$ cat src/rtl/burst_pkg.sv
// Shared types and width helpers for the sliding-window burst detector.
package burst_pkg;

   // Detector phases: filling the window, waiting for a burst, in a burst,
   // and ignoring samples after a burst ended.
   typedef enum logic [1:0] {
      ST_FILL    = 2'd0,
      ST_ARMED   = 2'd1,
      ST_BURST   = 2'd2,
      ST_HOLDOFF = 2'd3
   } burst_state_e;

   // Burst polarity selected by the mode input.
   localparam logic MODE_BELOW = 1'b0;
   localparam logic MODE_ABOVE = 1'b1;

   // Width needed to hold a window length of 0..max_win.
   function automatic int calc_win_w(input int max_win);
      return $clog2(max_win + 1);
   endfunction

   // Width of an accumulator that can never overflow for a full window.
   function automatic int calc_acc_w(input int width, input int max_win);
      return width + $clog2(max_win + 1);
   endfunction

endpackage

$ cat src/rtl/window_delay_line.sv
// Circular sample store for the sliding window. The read port returns the
// sample written win_len accepts ago. It is read before the write at the
// same edge, so win_len == MAX_WIN returns the entry about to be replaced.
module window_delay_line
   import burst_pkg::*;
#(
   parameter int WIDTH   = 8,
   parameter int MAX_WIN = 16,
   parameter int WIN_W   = calc_win_w(MAX_WIN)
) (
   input  logic             clock,
   input  logic             ss_n,
   input  logic             clear,
   input  logic             wr_en,
   input  logic [WIDTH-1:0] wr_data,
   input  logic [WIN_W-1:0] win_len,
   output logic [WIDTH-1:0] rd_data
);

   localparam int PTR_W = (MAX_WIN > 1) ? $clog2(MAX_WIN) : 1;

   logic [WIDTH-1:0] mem_r [MAX_WIN];
   logic [PTR_W-1:0] wr_ptr_r;
   logic [WIN_W:0]   rd_idx_s;
   logic [PTR_W-1:0] rd_ptr_s;

   // Read index is (wr_ptr - win_len) mod MAX_WIN, computed without going negative
   always_comb begin
      rd_idx_s = (WIN_W+1)'(wr_ptr_r) + (WIN_W+1)'(MAX_WIN) - (WIN_W+1)'(win_len);
      if (rd_idx_s >= (WIN_W+1)'(MAX_WIN)) begin
         rd_idx_s = rd_idx_s - (WIN_W+1)'(MAX_WIN);
      end else begin
         rd_idx_s = rd_idx_s;
      end
      rd_ptr_s = PTR_W'(rd_idx_s);
   end

   assign rd_data = mem_r[rd_ptr_s];

   // Write pointer: wraps at the last entry, restarts on a window restart
   always_ff @(posedge clock or negedge ss_n) begin
      if (!ss_n) begin
         wr_ptr_r <= '0;
      end else if (clear) begin
         wr_ptr_r <= '0;
      end else if (wr_en) begin
         if (wr_ptr_r == PTR_W'(MAX_WIN - 1)) begin
            wr_ptr_r <= '0;
         end else begin
            wr_ptr_r <= wr_ptr_r + PTR_W'(1);
         end
      end else begin
         wr_ptr_r <= wr_ptr_r;
      end
   end

   // Sample storage; stale contents after a restart are never read because
   // eviction only happens once the window has been refilled
   always_ff @(posedge clock or negedge ss_n) begin
      if (!ss_n) begin
         for (int i = 0; i < MAX_WIN; i++) begin
            mem_r[i] <= '0;
         end
      end else if (wr_en && !clear) begin
         mem_r[wr_ptr_r] <= wr_data;
      end else begin
         mem_r[wr_ptr_r] <= mem_r[wr_ptr_r];
      end
   end

endmodule

$ cat src/rtl/burst_window_detector.sv
// Sliding-window burst detector: running sum of the last win_len accepted
// samples, hysteresis thresholds with selectable polarity, and a holdoff
// period after each burst. All outputs are registered with one-cycle latency.
module burst_window_detector
   import burst_pkg::*;
#(
   parameter int WIDTH   = 8,
   parameter int MAX_WIN = 16,
   parameter int HOLD_W  = 8,
   parameter int WIN_W   = calc_win_w(MAX_WIN),
   parameter int ACC_W   = calc_acc_w(WIDTH, MAX_WIN)
) (
   input  logic              clock,
   input  logic              ss_n,
   input  logic              din_valid,
   input  logic [WIDTH-1:0]  din,
   input  logic              cfg_load,
   input  logic [WIN_W-1:0]  win_len,
   input  logic              mode,
   input  logic [ACC_W-1:0]  thr_on,
   input  logic [ACC_W-1:0]  thr_off,
   input  logic [HOLD_W-1:0] holdoff,
   output logic [ACC_W-1:0]  window_sum,
   output logic              window_full,
   output logic              burst_detected,
   output logic              burst_start,
   output logic              burst_end
);

   burst_state_e      state_r, state_nxt_s;
   logic [WIN_W-1:0]  win_len_q_r, win_len_clamped_s;
   logic              mode_q_r;
   logic [WIN_W-1:0]  fill_r, next_fill_s;
   logic [HOLD_W-1:0] hold_cnt_r, hold_cnt_nxt_s;
   logic [ACC_W-1:0]  sum_r, next_sum_s, evicted_s;
   logic [WIDTH-1:0]  rd_data_s;
   logic              accept_s, full_now_s, on_s, off_s, start_s, end_s;
   logic              full_r, detected_r, start_r, end_r;

   // A restart takes priority over a sample presented in the same cycle
   assign accept_s = din_valid & ~cfg_load;

   window_delay_line #(
      .WIDTH   (WIDTH),
      .MAX_WIN (MAX_WIN),
      .WIN_W   (WIN_W)
   ) u_delay (
      .clock   (clock),
      .ss_n    (ss_n),
      .clear   (cfg_load),
      .wr_en   (accept_s),
      .wr_data (din),
      .win_len (win_len_q_r),
      .rd_data (rd_data_s)
   );

   // Clamp the requested window length into 1..MAX_WIN
   always_comb begin
      if (win_len == '0) begin
         win_len_clamped_s = WIN_W'(1);
      end else if (win_len > WIN_W'(MAX_WIN)) begin
         win_len_clamped_s = WIN_W'(MAX_WIN);
      end else begin
         win_len_clamped_s = win_len;
      end
   end

   // Running sum update and threshold decisions for the incoming sample
   always_comb begin
      full_now_s = (fill_r == win_len_q_r);
      if (full_now_s) begin
         evicted_s   = ACC_W'(rd_data_s);
         next_fill_s = fill_r;
      end else begin
         evicted_s   = '0;
         next_fill_s = fill_r + WIN_W'(1);
      end
      next_sum_s = sum_r + ACC_W'(din) - evicted_s;
      if (mode_q_r == MODE_ABOVE) begin
         on_s  = (next_sum_s >= thr_on);
         off_s = (next_sum_s <  thr_off);
      end else begin
         on_s  = (next_sum_s <  thr_on);
         off_s = (next_sum_s >= thr_off);
      end
   end

   // Phase transitions, event pulses and holdoff count for an accepted sample
   always_comb begin
      state_nxt_s    = state_r;
      hold_cnt_nxt_s = hold_cnt_r;
      start_s        = 1'b0;
      end_s          = 1'b0;
      if (accept_s) begin
         case (state_r)
            ST_FILL: begin
               if (next_fill_s == win_len_q_r) begin
                  if (on_s) begin
                     state_nxt_s = ST_BURST;
                     start_s     = 1'b1;
                  end else begin
                     state_nxt_s = ST_ARMED;
                  end
               end else begin
                  state_nxt_s = ST_FILL;
               end
            end
            ST_ARMED: begin
               if (on_s) begin
                  state_nxt_s = ST_BURST;
                  start_s     = 1'b1;
               end else begin
                  state_nxt_s = ST_ARMED;
               end
            end
            ST_BURST: begin
               if (off_s) begin
                  end_s = 1'b1;
                  if (holdoff == '0) begin
                     state_nxt_s = ST_ARMED;
                  end else begin
                     state_nxt_s    = ST_HOLDOFF;
                     hold_cnt_nxt_s = holdoff;
                  end
               end else begin
                  state_nxt_s = ST_BURST;
               end
            end
            ST_HOLDOFF: begin
               // The sample that drains the count is consumed, not evaluated
               if (hold_cnt_r <= HOLD_W'(1)) begin
                  state_nxt_s    = ST_ARMED;
                  hold_cnt_nxt_s = '0;
               end else begin
                  state_nxt_s    = ST_HOLDOFF;
                  hold_cnt_nxt_s = hold_cnt_r - HOLD_W'(1);
               end
            end
            default: begin
               state_nxt_s    = ST_FILL;
               hold_cnt_nxt_s = '0;
            end
         endcase
      end else begin
         state_nxt_s    = state_r;
         hold_cnt_nxt_s = hold_cnt_r;
      end
   end

   // Configuration latch, window restart, and per-sample state/output update
   always_ff @(posedge clock or negedge ss_n) begin
      if (!ss_n) begin
         state_r     <= ST_FILL;
         win_len_q_r <= WIN_W'(1);
         mode_q_r    <= MODE_BELOW;
         fill_r      <= '0;
         hold_cnt_r  <= '0;
         sum_r       <= '0;
         full_r      <= 1'b0;
         detected_r  <= 1'b0;
         start_r     <= 1'b0;
         end_r       <= 1'b0;
      end else if (cfg_load) begin
         state_r     <= ST_FILL;
         win_len_q_r <= win_len_clamped_s;
         mode_q_r    <= mode;
         fill_r      <= '0;
         hold_cnt_r  <= '0;
         sum_r       <= '0;
         full_r      <= 1'b0;
         detected_r  <= 1'b0;
         start_r     <= 1'b0;
         end_r       <= 1'b0;
      end else if (accept_s) begin
         state_r     <= state_nxt_s;
         fill_r      <= next_fill_s;
         hold_cnt_r  <= hold_cnt_nxt_s;
         sum_r       <= next_sum_s;
         full_r      <= (next_fill_s == win_len_q_r);
         detected_r  <= (state_nxt_s == ST_BURST);
         start_r     <= start_s;
         end_r       <= end_s;
      end else begin
         start_r     <= 1'b0;
         end_r       <= 1'b0;
      end
   end

   assign window_sum     = sum_r;
   assign window_full    = full_r;
   assign burst_detected = detected_r;
   assign burst_start    = start_r;
   assign burst_end      = end_r;

endmodule

$ cat config.mk
export PLATFORM = sky130hd
export DESIGN_NAME = burst_window_detector
export DESIGN_NICKNAME = d
export VERILOG_FILES = /design/src/rtl/burst_pkg.sv /design/src/rtl/window_delay_line.sv /design/src/rtl/burst_window_detector.sv
export SDC_FILE = /design/constraint.sdc
export NUM_CORES = 1
export LEC_CHECK = 0
export CAP_MARGIN = 10
export CORE_MARGIN = 10
export CORE_UTILIZATION = 25
export DETAILED_ROUTE_END_ITERATION = 6
export DONT_BUFFER_PORTS = 1
export MAX_ROUTING_LAYER = met4
export SKIP_LAST_GASP = 1
export SLEW_MARGIN = 20
export SYNTH_ARGS = -nofsm -noshare
export SYNTH_HDL_FRONTEND = slang
export SYNTH_SLANG_ARGS = --single-unit
$ cat constraint.sdc
create_clock -name clock -period 6.83 [get_ports clock]
set_input_delay 0.3415 -clock clock [delete_from_list [all_inputs] [get_ports clock]]
set_output_delay 0.3415 -clock clock [all_outputs]
set_load 0.1 [all_outputs]
==> impl_metrics.json <==
{
  "power_w": 0.00447,
  "maxCapViolations": 0,
  "wl_per_cell_microns": 18.4,
  "p_leak_nw": 4.96,
  "finalSetupViolCount": 0,
  "area_growth_pct": 12.7,
  "io_pins": 69,
  "drive_gt1_share_pct": 17.0,
  "ys_seq_area_share_pct": 39.9,
  "drc": 0,
  "layout_commonest_cell": "dfrtp_1",
  "layout_min_cycle_time_ps": 6580,
  "htreeDepth": 4,
  "grt_pass1_wl_mm": 44.6,
  "rows": 75,
  "cp_max_fo": 5,
  "period_share_pct": 96.4,
  "worst_setup_path_start_kind": "flip-flop",
  "grt-ovfl-total": 0,
  "clock_sinks": 170,
  "synthCells": 1011,
  "cpPeakStageDelay_ps": 600,
  "final_cells": 1548,
  "synth.distinct_cells": 62,
  "status": "finished, violations left",
  "p_per_area_mw_per_mm2": 373,
  "cts_buffer_depth": 2,
  "synth_fp_nets": 1121,
  "crit_chain": "ha_1 -> inv_1 -> fa_2 -> buf_12 -> buf_4 -> mux4_2 -> mux2i_1 -> a211oi_1 -> fa_1 -> inv_1 -> fa_2 -> a211o_1 -> o211ai_1 -> a211oi_2 -> o31ai_2 -> xnor2_1 -> xnor2_1 -> ha_1 -> nand4_1 -> a311oi_2 -> o31a_1 -> o311ai_2 -> nand3_1 -> a32o_1",
  "cts_buffers": 17,
  "cp.required_ps": 7160,
  "ys_warn_count": 0,
  "gp_congestion": 0.826,
  "syn_avg_cell_area_sq_um": 10.5,
  "tns_ps": 0,
  "worstPathArrival_ps": 6910,
  "vias": 7655,
  "drtAntennaViolNets": 0,
  "die_y_microns": 227,
  "port-buffer-count": 0,
  "worst_hold_slack_ps": -44.4,
  "yosys_most_used_dff": "dfrtp_1",
  "coreArea_sq_mm": 0.0420,
  "clk_pin_slew_ps": 70,
  "endpoint_kind": "flip-flop",
  "dr.pass1.iters": 5,
  "grt_pass1_vias": 7703,
  "drtIter0Drc": 837,
  "fin_util_pct": 28.6,
  "syn-cell-area_sq_mm": 0.0107,
  "grt_usage_pct": 11.5,
  "ys_seq_elements": 170,
  "dp_cells": 1504,
  "worstMarginPinSlew_ps": 1050,
  "finalWirelength_mm": 28.5,
  "fmax_ghz": 0.152,
  "vias_per_cell": 4.95,
  "root_buffer": "clkbuf_16",
  "antenna_found_initial": 0,
  "hold_violations": 25,
  "slew_headroom_pct": 29.8,
  "grt_max_degree": 171,
  "violations": "hold timing",
  "skew_ps": 14.1,
  "die_w_microns": 227,
  "clk_latency_ps": 440,
  "cts_tree": "built",
  "start_util_pct": 25.4,
  "hp-class": "in2async",
  "ir_drop_mv": 0.168,
  "synth_edf_count": 0,
  "final_max_slew_viol_count": 0,
  "diodes": 0,
  "dpl.hpwl_mm": 18.9,
  "critical_path_class": "reg2reg",
  "async_flop_share_pct": 100,
  "crit_path_top_delay_cell": "fa_2",
  "final_cell_mix": "dfrtp_1 (168), nand2_1 (125), inv_1 (79)",
  "die_area_sq_mm": 0.0513,
  "nets": 1106
}
timing repair:
action                                  4_1_cts  5_1_grt
setup buffers                                 1        6
hold buffers                                  4        1
endpoints found under the setup margin        9       12
pin swaps                                     2        9
resized for setup                             3       12
endpoints found under the hold margin       195        1
final timing paths:
path | start | slack, ps | to | cells after the start
worst max register to register | win_len_q_r[0] | 250 | burst_detected | 24
worst max-delay path | win_len_q_r[0] | 250 | burst_detected | 24
worst min register to register | u_delay.mem_r[9] | 510 | u_delay.mem_r[9] | 2
min in group clock | cfg_load | 10 | win_len_q_r[3] | 1
max in group asynchronous | ss_n | 6200 | u_delay.wr_ptr_r[0] | 1
worst min-delay path | ss_n | -40 | u_delay.mem_r[15] | 1
metrics by stage:
step	setup WS (ps)	instance area [sq um]
after global routing	-22.9	12000
final	247	12000
after CTS	57.0	11900
after global placement	79.0	11200
after detailed placement	-62.9	11200
after floorplan	-15.7	10700
metal layers:
layer  part of all wire, %  up-vias  track usage (%)
met4                   1.8        0             3.16
met3                   5.8       27             2.78
met1                    44     3813             14.1
met5                     0        -                -
li1                      -     3607                -
met2                    49      208             18.8
synthesized netlist by cell type (5+ instances only):
cell type	count	area share, %
nand3_1	16	0.75
ha_1	49	5.8
a21oi_1	51	2.4
a21o_1	5	0.35
a22oi_1	6	0.42
clkbuf_1	36	1.3
buf_2	5	0.23
a211oi_1	23	1.6
nor3_1	9	0.42
mux2i_4	8	1.7
mux4_1	10	2.5
xor2_1	12	0.99
buf_4	7	0.49
nand2_1	125	4.4
and2_1	6	0.35
o21bai_1	5	0.35
nor2_1	66	2.3
o21ai_1	48	2.3
mux2i_1	21	2.0
nand4_1	6	0.35
o21ai_2	12	0.99
fa_1	9	1.7
dfrtp_1	169	40
nor4_1	6	0.35
or3_1	6	0.35
o22ai_1	6	0.35
mux4_2	62	13
nor2b_1	12	0.70
buf_1	10	0.35
xnor2_1	19	1.6
o21ai_0	50	2.3
inv_1	80	2.8
a21oi_2	8	0.66
flip-flops by register name, summed over array words and instances (netlist names):
name and cells:
u_delay.mem_r 128, state_r 2, fill_r 5, burst_start 1, u_delay.wr_ptr_r 4, win_len_q_r 5, mode_q_r 1, window_full 1
hold_cnt_r 8, burst_end 1, burst_detected 1, window_sum 13
worst max-delay path, delay by kind of cell (launching register included):
kind	cells	cell delay, ps
compound gates	9	2090
xor+xnor	2	340
fa+ha+maj	5	2060
buf+inv	4	440
flops	1	550
mux	2	690
simple gates	2	320
logic make-up (layout without fill, tap and decap cells):
family                     Yosys count  in the layout  share of synthesized area (%)
AOI/OAI and AO/OA                  239            239                           13.7
xor gates and xnor gates            31             31                           2.55
adders and majority gates           58             58                           7.44
buffers and inverters              144            142                           5.95
DFF                                170            170                           39.9
muxes                              104            104                           19.5
and+or+nand+nor                    265            265                           10.9
power breakdown:
part	internal (W)	switching, W	total, W
registers	0.00116	0.000302	0.00146
clock network	0.000533	0.000481	0.00101
logic	0.000882	0.00112	0.00200
layout make-up:
cell class,instances,area (sq um)
fill,4342,30000
multi-input combinational,697,5840
sequential,170,4260
tap,539,674
clock buffer,17,425
timing repair buffer,30,320
inverter,80,300
clock inverter,15,198
(Power assumes the default switching activity.)
